**src/rtl/l2_ahb_in_stg.sv**
```systemverilog
// l2_ahb_in_stg
// Bus-matrix input stage, one instance per master port. Each valid AHB
// address phase from the master is registered and offered to the output
// stage as a held transfer until arbitration selects this port. While the
// transfer waits, the master is stalled. Once it is granted, the slave
// response is returned through the output stage's HREADYMUXM.
//
// Handshake: a transfer is accepted when HSELS & HREADYS & HTRANSS[1]. It is
// offered downstream (held_tran_op=1) until active_op & HREADYMUXM. The data
// phase then completes on the first cycle in which HREADYMUXM=1.
//
// Ports
//   HCLK, HRESET           clock, synchronous active-high reset
//   HSELS..HMASTLOCKS      master address/control phase
//   HWDATAS                master write data
//   HREADYS                master-bus HREADY
//   HREADYOUTS/HRESPS/HRDATAS  response to the master
//   sel_op..master_op      held address/control to the output stage
//   mastlock_op            registered lock, valid in every state
//   wdata_op               write data, passed straight through
//   held_tran_op           transfer pending arbitration
//   active_op              output stage has selected this port
//   HREADYMUXM/HRESPM/HRDATAM  slave response via the output stage
//   dbg_state_op           FSM state (0 IDLE, 1 PEND, 2 DATA)
module l2_ahb_in_stg #(
  parameter int ADDR_W = 32,
  parameter int DATA_W = 32,
  parameter int MID_W  = 4
) (
  input  logic              HCLK,
  input  logic              HRESET,
  input  logic              HSELS,
  input  logic [ADDR_W-1:0] HADDRS,
  input  logic [1:0]        HTRANSS,
  input  logic              HWRITES,
  input  logic [2:0]        HSIZES,
  input  logic [2:0]        HBURSTS,
  input  logic [3:0]        HPROTS,
  input  logic [MID_W-1:0]  HMASTERS,
  input  logic              HMASTLOCKS,
  input  logic [DATA_W-1:0] HWDATAS,
  input  logic              HREADYS,
  output logic              HREADYOUTS,
  output logic              HRESPS,
  output logic [DATA_W-1:0] HRDATAS,
  output logic              sel_op,
  output logic [ADDR_W-1:0] addr_op,
  output logic [1:0]        trans_op,
  output logic              write_op,
  output logic [2:0]        size_op,
  output logic [2:0]        burst_op,
  output logic [3:0]        prot_op,
  output logic [MID_W-1:0]  master_op,
  output logic              mastlock_op,
  output logic [DATA_W-1:0] wdata_op,
  output logic              held_tran_op,
  input  logic              active_op,
  input  logic              HREADYMUXM,
  input  logic              HRESPM,
  input  logic [DATA_W-1:0] HRDATAM,
  output logic [1:0]        dbg_state_op
);

  typedef enum logic [1:0] {
    ST_IDLE = 2'd0,
    ST_PEND = 2'd1,
    ST_DATA = 2'd2
  } state_t;

  state_t              r_state;
  logic [ADDR_W-1:0]   r_addr;
  logic                r_write;
  logic [2:0]          r_size;
  logic [3:0]          r_prot;
  logic [MID_W-1:0]    r_master;
  logic                r_mastlock;

  logic w_acc;
  logic w_pend;
  logic w_data;
  logic w_load;
  logic w_unused;

  assign w_acc  = HSELS & HREADYS & HTRANSS[1];
  assign w_pend = (r_state == ST_PEND);
  assign w_data = (r_state == ST_DATA);

  // A new address phase is captured from IDLE, or from DATA on the cycle the
  // current data phase completes (back-to-back, no IDLE bubble).
  assign w_load = w_acc & ((r_state == ST_IDLE) | (w_data & HREADYMUXM));

  // The burst type and SEQ/NONSEQ distinction are not forwarded: every beat
  // is re-issued as a SINGLE NONSEQ because of the gaps between beats.
  assign w_unused = ^{HBURSTS, HTRANSS[0]};

  always_ff @(posedge HCLK) begin
    if (HRESET) begin
      r_state    <= ST_IDLE;
      r_addr     <= '0;
      r_write    <= 1'b0;
      r_size     <= '0;
      r_prot     <= '0;
      r_master   <= '0;
      r_mastlock <= 1'b0;
    end else begin
      // Lock follows the master bus on every completed cycle, independent of
      // the FSM, so a locked sequence survives gaps between beats.
      if (HREADYS) begin
        r_mastlock <= HMASTLOCKS;
      end

      if (w_load) begin
        r_addr   <= HADDRS;
        r_write  <= HWRITES;
        r_size   <= HSIZES;
        r_prot   <= HPROTS;
        r_master <= HMASTERS;
      end

      case (r_state)
        ST_IDLE: begin
          if (w_acc) begin
            r_state <= ST_PEND;
          end
        end
        ST_PEND: begin
          if (active_op & HREADYMUXM) begin
            r_state <= ST_DATA;
          end
        end
        ST_DATA: begin
          if (HREADYMUXM) begin
            r_state <= w_acc ? ST_PEND : ST_IDLE;
          end
        end
        default: r_state <= ST_IDLE;
      endcase
    end
  end

  // Master-side response: zero-wait OKAY in IDLE, stall in PEND, slave
  // response passed through in DATA (including the two-cycle ERROR).
  assign HREADYOUTS = w_data ? HREADYMUXM : ~w_pend;
  assign HRESPS     = w_data & HRESPM;
  assign HRDATAS    = w_data ? HRDATAM : '0;

  // Output-stage side: fields are only driven while the transfer is held.
  assign held_tran_op = w_pend;
  assign sel_op       = w_pend;
  assign trans_op     = w_pend ? 2'b10 : 2'b00;
  assign burst_op     = 3'b000;
  assign addr_op      = w_pend ? r_addr   : '0;
  assign write_op     = w_pend & r_write;
  assign size_op      = w_pend ? r_size   : '0;
  assign prot_op      = w_pend ? r_prot   : '0;
  assign master_op    = w_pend ? r_master : '0;

  assign mastlock_op  = r_mastlock;
  assign wdata_op     = HWDATAS;
  assign dbg_state_op = r_state;

endmodule

```
**config.mk**
```make
export PLATFORM = sky130hd
export DESIGN_NAME = l2_ahb_in_stg
export DESIGN_NICKNAME = d
export VERILOG_FILES = /design/src/rtl/l2_ahb_in_stg.sv
export SDC_FILE = /design/constraint.sdc
export NUM_CORES = 1
export LEC_CHECK = 0
export ABC_AREA = 1
export BUFFER_PORTS_ARGS = -buffer_cell sky130_fd_sc_hd__buf_2
export CAP_MARGIN = 20
export CORE_AREA = 2 2 93 95
export CTS_CLUSTER_DIAMETER = 150
export CTS_CLUSTER_SIZE = 30
export DETAILED_ROUTE_END_ITERATION = 8
export DIE_AREA = 0 0 95 97
export GPL_TIMING_DRIVEN = 0
export PLACE_DENSITY = 0.77
export SETUP_SLACK_MARGIN = 0.2
export SYNTH_ARGS = -nofsm -noshare
export SYNTH_HDL_FRONTEND = slang
export SYNTH_SLANG_ARGS = --single-unit
```
**constraint.sdc**
```tcl
create_clock -name HCLK -period 2.21 [get_ports HCLK]
set_input_delay 0.221 -clock HCLK [delete_from_list [all_inputs] [get_ports HCLK]]
set_output_delay 0.221 -clock HCLK [all_outputs]
set_load 0.02 [all_outputs]
```
==> impl_metrics.yaml, run 1 <==
clock_tree:
  cts_setup_buffers: 0
  path_clk_slew_ns: 0.08
  htree_levels: 2
  ctsHoldBuffers: 0
  cts_buffers: 5
  cts_root_buf: "clkbuf_8"
  cts_tree: "done"
  clock-sinks: 47
  insertion_delay_ns: 0.29
  cts_buffer_depth: 2
final_layout:
  fill_cells: 892
  drive_gt1_frac: 0.3491
  mostFrequentLayoutCell: "buf_2"
  fin_util: 0.5307
  diodes: 0
  final_area_um2: 4317
  nets: 883
  stdcell_count: 867
  mostFrequentLayoutCells: "208 x buf_2, 167 x inv_1, 125 x nor2_1, 94 x nand2_1, 47 x dfxtp_1"
  area_delta_synth_final_pct: 40.36
worst_setup_path:
  cp-end-kind: "primary output"
  crit_arrival_ns: 1.63
  critPathMaxFanout: 10
  rr_endpoint: "r_addr[5]$_SDFFE_PP0P_"
  r2r-start: "dbg_state_op[0]$_SDFFE_PP0P_"
  ff2ff_path_depth: 7
  critical_path_class: "reg -> out"
  critical_path_required_ns: 1.99
  start_kind: "flop"
  r2r_slack_ns: 0.84
sta:
  relSlewSlack: 0.6608
  period_minus_slack_ns: 1.851
  hold_viol: 0
  setup_ws_ns: 0.3594
  setup_viol_count_final: 0
  fin_tns_setup_ns: 0
  slew_viol_final: 0
  rsz0062_at_grt: "no"
  max_freq_mhz: 540.4
  worst_pin_slew_ns: 0.5088
  finalCritPeriodShare: 0.8374
  finalClockSkew_ns: 0.004228
  hold_ws_ns: 0.1028
global_routing:
  grt_overflow: 0
  grt_max_degree: 14
  antenna_found_initial: 0
  grt_pass1_vias: 3139
  gr-usage-all-layers: 0.1718
  grt_pass1_wl_mm: 12.92
synth:
  syn_avg_cell_area_um2: 5.571
  seq_area_frac_synth: 0.3059
  ys_warn_count: 0
  synth-compound-area-share: 0.007323
  synth_fa_ha_area_frac: 0
  ys_ff_latch: 47
  synth_top_family_by_area: "simple AND/OR/NAND/NOR gates"
  netlist_instances: 552
  synth-simple-area-share: 0.3527
  synth.distinct_cells: 17
  netlist_area_um2: 3075
  synth.area.mux_share: 0
  synthXorXnorAreaFrac: 0
route:
  drt_iter0_markers: 69
  drc: 0
  wl_mm: 8.279
  wire_per_inst_um: 9.549
  antenna_left: 0
  dr_total_vias: 3461
  routed_via_density: 3.992
  firstDrtPassIters: 4
power_and_ir_drop:
  power_frac_comb: 0.281
  p_int_mw: 1.367
  p_clk_frac: 0.261
  vdd_drop_max_uv: 233.2
  p_leak_nw: 2.883
  switching_power_uw: 614.1
  sequentialPowerShare: 0.458
  power_density_nw_per_um2: 458.9
  power.total_mw: 1.981
  switching_share: 0.3100
hold_path:
  hold_end: "dbg_state_op[0]$_SDFFE_PP0P_"
  whs_path_depth: 2
  min_path_type: "in -> reg"
  hp-start: "HRESET"
die:
  io_pins: 241
  core_area_um2: 8134
  rows: 33
  die_w_um: 95
  die_y_um: 97
  die_area_um2: 9215
  start_util: 0.3781
placed_design:
  io_buffers: 200
  gp_congestion: 0.7860
  place_hpwl_mm: 6.634
  place_ws_ns: 0.5102
  dp.cells: 860
  place_area_um2: 4219
status:
  status: "completed"
job:
  maxCapViolCount: 0
-- sequential cells by signal, summed over array words and instances (netlist names) --
signal        flops
mastlock_op       1
r_addr           32
r_master          4
r_prot            4
r_write           1
r_size            3
dbg_state_op      2
-- worst max-delay path, stage by stage, from the launching register on --
cell	delay, ns
dfxtp_1	0.39
inv_2	0.08
nor2_4	0.15
inv_2	0.12
clkbuf_2	0.23
nor2_1	0.17
buf_2	0.19
-- cells by family (layout without fill, tap and decap cells) --
family	after synthesis	after routing
and+or+nand+nor	268	268
DFF	47	47
other	1	4
buffers and inverters	232	439
AOI/OAI and AO/OA	4	4
-- synthesized netlist by cell type --
cell type,n,area (um2)
conb_1,1,3.750
inv_2,4,15.01
a21oi_1,1,5.000
nand2_2,1,6.260
buf_1,4,15.01
buf_4,38,285.3
nand3_4,1,17.52
buf_2,8,40.04
clkbuf_1,11,41.29
nor2_2,3,18.77
o21ai_0,2,10.01
nand3_1,44,220.2
nor2_1,125,469.2
inv_1,167,626.9
nand2_1,94,352.8
dfxtp_1,47,940.9
o21a_1,1,7.510
-- how the worst max path moves through the flow --
| stage | cells past startpoint | startpoint | end |
|---|---|---|---|
| after global routing | 5 | dbg_state_op[0]$_SDFFE_PP0P_ | HRDATAS[21] |
| after CTS | 6 | dbg_state_op[0]$_SDFFE_PP0P_ | addr_op[18] |
| after detailed placement | 6 | dbg_state_op[0]$_SDFFE_PP0P_ | addr_op[18] |
| after floorplan | 5 | dbg_state_op[0]$_SDFFE_PP0P_ | addr_op[0] |
| after global placement | 6 | dbg_state_op[0]$_SDFFE_PP0P_ | addr_op[0] |
| final | 6 | dbg_state_op[0]$_SDFFE_PP0P_ | addr_op[13] |
-- final cells by class --
type / count / area, um2 / share of cell area
plain buffers: 61 / 386.6 / 0.08957
clock buffers: 6 / 82.58 / 0.01913
clock inverters: 1 / 5.005 / 0.001159
inverters: 171 / 641.9 / 0.1487
multi-input cells: 276 / 1127 / 0.2612
flip-flops and latches: 47 / 940.9 / 0.2180
well taps: 105 / 131.4 / 0.03043
repair buffers: 200 / 1001 / 0.2319
-- layer usage --
| metal | vias up | track usage | share of wire |
|---|---|---|---|
| li1 | 1893 | - | - |
| met4 | 0 | 0.05128 | 0.018 |
| met5 | - | 0 | 0 |
| met1 | 1419 | 0.1912 | 0.40 |
| met2 | 137 | 0.3252 | 0.52 |
| met3 | 12 | 0.02804 | 0.070 |
-- power by group through the flow --
stage	clock network, mW	logic, mW	registers, mW
after floorplan	0	0.371	0.928
after global placement	0	0.554	0.926
after detailed placement	0	0.558	0.927
after CTS	0.537	0.561	0.907
after global routing	0.568	0.630	0.913
final	0.517	0.556	0.907
-- what timing repair did --
| action | in CTS | in global routing |
|---|---|---|
| setup endpoints to repair | 10 | 40 |
| gates resized for setup | 4 | 1 |
| pin swaps | 0 | 0 |
Power figures use the tool's default switching activity.
==> inputs of run 2 (changes only) <==
ABC_AREA = 0   (was 1)
CORE_AREA = unset   (was 2 2 93 95)
CORE_UTILIZATION = 36   (was unset)
DIE_AREA = unset   (was 0 0 95 97)
PLACE_DENSITY = 0.78   (was 0.77)
clock period = 1.65 ns   (was 2.21 ns; I/O delays follow)
==> run 2 against run 1 <==
  * Utilization grew 8.8 points
  * Final area rose by 12%
  * Synthesized cell count shrank 40%
  * Wire length is 11% higher
  * Setup slack got worse by 0.26 ns
  * Sequential share of layout area fell by 2.4 points
  * Register-to-register slack worse by 0.68 ns
  * Largest power group unchanged
  * Synthesized area shrank 3.9%
  * Flip-flop and latch count unchanged
  * Via count is 15% lower
  * Clock power is 27% higher
  * Worst hold slack gained 0.0063 ns
==> impl_metrics.yaml, run 2 <==
status:
  status: "completed"
route:
  routed_via_density: 4.458
  wl_mm: 9.180
  m1WireLength_mm: 3.463
  met2RoutedLength_mm: 5.044
  drc: 0
  firstDrtPassIters: 4
  routed.top_layer: "met4"
  wire_per_inst_um: 13.93
  drt_iter0_markers: 67
  wl_met3_um: 556
  antenna_left: 0
  dr_total_vias: 2938
clock_tree:
  htree_levels: 2
  cts_root_buf: "clkbuf_8"
  insertion_delay_ns: 0.29
  path_clk_slew_ns: 0.08
  cts_tree: "done"
  ctsHoldBuffers: 0
  cts_buffer_depth: 2
  clock-sinks: 47
  cts_buffers: 5
power_and_ir_drop:
  vdd_drop_max_uv: 396.1
  p_leak_nw: 2.396
  power_density_nw_per_um2: 505.8
synth:
  yosysMostFrequentCell: "nand2b_1"
  synth_top_family_by_area: "simple AND/OR/NAND/NOR gates"
  synth.area.mux_share: 0.1523
  syn_avg_cell_area_um2: 8.932
  netlist_instances: 331
  synth.largest_area_cell: "dfxtp_1"
  synth_area_leaders: "dfxtp_1 32%, nand2b_1 19%, and2_1 16%"
  seq_area_frac_synth: 0.3182
  netlist_area_um2: 2957
  synthFlopType: "dfxtp_1"
  synthArstFlopShare: 0
  synth.distinct_cells: 21
  synth-compound-area-share: 0.01227
  synth_top_area_frac: 0.3182
  ys_warn_count: 0
  synth_edf_count: 0
  synthXorXnorAreaFrac: 0
  ys_ff_latch: 47
  synth-simple-area-share: 0.3627
  synth_fa_ha_area_frac: 0
  synthTopCellsByCount: "88 x nand2b_1, 77 x and2_1, 47 x dfxtp_1"
worst_setup_path:
  cp-endpoint: "HRDATAS[17]"
  path_cells: "and2b_4 > clkbuf_8 > and2_4 > buf_6"
  start_kind: "flop"
  ff2ff_path_depth: 6
  crit_arrival_ns: 1.39
  r2r_slack_ns: 0.16
  path_buf_inv: 2
  cp.depth: 4
  rr_endpoint: "r_addr[15]$_SDFFE_PP0P_"
  critPathMaxFanout: 6
  critical_path_required_ns: 1.48
  cp_slowest_stage_delay_ns: 0.34
  crit_family: "simple AND/OR/NAND/NOR gates"
  crit_slowest_cell: "dfxtp_2"
  cp-end-kind: "primary output"
  critical_path_class: "reg -> out"
  crit_path_start: "dbg_state_op[0]$_SDFFE_PP0P_"
  r2r-start: "dbg_state_op[0]$_SDFFE_PP0P_"
final_layout:
  final_area_um2: 4853
  drive_gt1_frac: 0.5727
  fill_cells: 663
  largest_registers: "r_addr x32, r_master x4, r_prot x4"
  stdcell_count: 659
  area_delta_synth_final_pct: 64.16
  fin_util: 0.6185
  register_area_um2: 943.4
  multiInputGateArea_um2: 1702
  top_register: "r_addr"
  largest_register_ffs: 32
  mostFrequentLayoutCell: "buf_2"
  mostFrequentLayoutCells: "144 x buf_2, 88 x nand2b_1, 64 x buf_4, 46 x buf_6, 45 x dfxtp_1"
  nets: 679
  diodes: 0
sta:
  slew_viol_final: 0
  finalCritPeriodShare: 0.9398
  hold_viol: 0
  setup_ws_ns: 0.09928
  period_minus_slack_ns: 1.551
  rsz0062_at_grt: "yes"
  setup_viol_count_final: 0
  fin_tns_setup_ns: 0
  max_freq_mhz: 644.9
  finalClockSkew_ns: 0.004079
placed_design:
  gp_congestion: 0.7752
  io_buffers: 199
  place_area_um2: 4093
  place_ws_ns: 0.1319
  place_hpwl_mm: 6.476
  dp.cells: 635
global_routing:
  gr-usage-all-layers: 0.1964
  grt_max_degree: 13
  antenna_found_initial: 0
  grt_pass1_vias: 2899
  grt_pass1_wl_mm: 13.58
  grt_overflow: 0
die:
  io_pins: 241
  die_w_um: 92.63
  die_area_um2: 8579
  rows: 32
  die_y_um: 92.63
  start_util: 0.3768
  core_area_um2: 7848
job:
  maxCapViolCount: 0
hold_path:
  min_path_type: "in -> reg"
-- run 2: changes by cell type after synthesis, moves of 43 or more --
cell	delta
nand3_1	-43
nor2_1	-124
and2_1	+77
inv_1	-166
nand2b_1	+88
nand2_1	-93
mux2i_1	+45
-- run 2: cells by family after synthesis --
kind of cell           Yosys count
and+or+nand+nor                171
buffers and inverters           62
DFF                             47
muxes                           45
AOI/OAI and AO/OA                5
other                            1
-- run 2: worst min-delay path, delay by kind of cell --
kind | cells | cell delay, ns
and+or+nand+nor | 1 | 0.07
muxes | 1 | 0.06
buffers and inverters | 1 | 0.08
-- run 2: metrics by stage --
stage	power (mW)	hold slack, ns
6_report	2.455	0.1091
5_1_grt	2.577	0.1040
4_1_cts	2.430	0.1048
3_5_place_dp	1.750	0.4155
2_1_floorplan	1.551	0.3122
3_3_place_gp	1.739	0.4086
-- run 2: worst min-delay path by stage --
stage	start	endpoint	cells after the start
3_3_place_gp	HMASTLOCKS	mastlock_op$_SDFFE_PP0P_	3
4_1_cts	HMASTLOCKS	mastlock_op$_SDFFE_PP0P_	3
3_5_place_dp	HMASTLOCKS	mastlock_op$_SDFFE_PP0P_	3
5_1_grt	HMASTLOCKS	mastlock_op$_SDFFE_PP0P_	3
6_report	HMASTLOCKS	mastlock_op$_SDFFE_PP0P_	3
2_1_floorplan	HMASTLOCKS	mastlock_op$_SDFFE_PP0P_	2
-- run 2: report_power, final --
group          switching, mW  internal (mW)
clock network          0.374          0.284
logic                  0.273          0.330
registers             0.0203           1.17
-- run 2: metal layers --
| metal | GRT usage | vias up |
|---|---|---|
| met5 | 0 | - |
| met4 | 0.05000 | 0 |
| li1 | - | 1446 |
| met3 | 0.04105 | 16 |
| met1 | 0.2101 | 1350 |
| met2 | 0.3858 | 126 |
-- run 2: cell type report --
type                            instances  area share
Buffer                                 61      0.1044
Multi-Input combinational cell        226      0.3506
Inverter                                1   0.0007734
Tap cell                              102     0.02630
Sequential cell                        47      0.1944
Clock buffer                            6     0.01495
Timing Repair Buffer                  216      0.3086
-- run 2: timing repair --
| action | 4_1_cts | 5_1_grt |
|---|---|---|
| setup buffers | 5 | 4 |
| cloned | 4 | 5 |
| pin swaps | 16 | 10 |
| setup endpoints to repair | 77 | 117 |
| gates resized for setup | 132 | 34 |
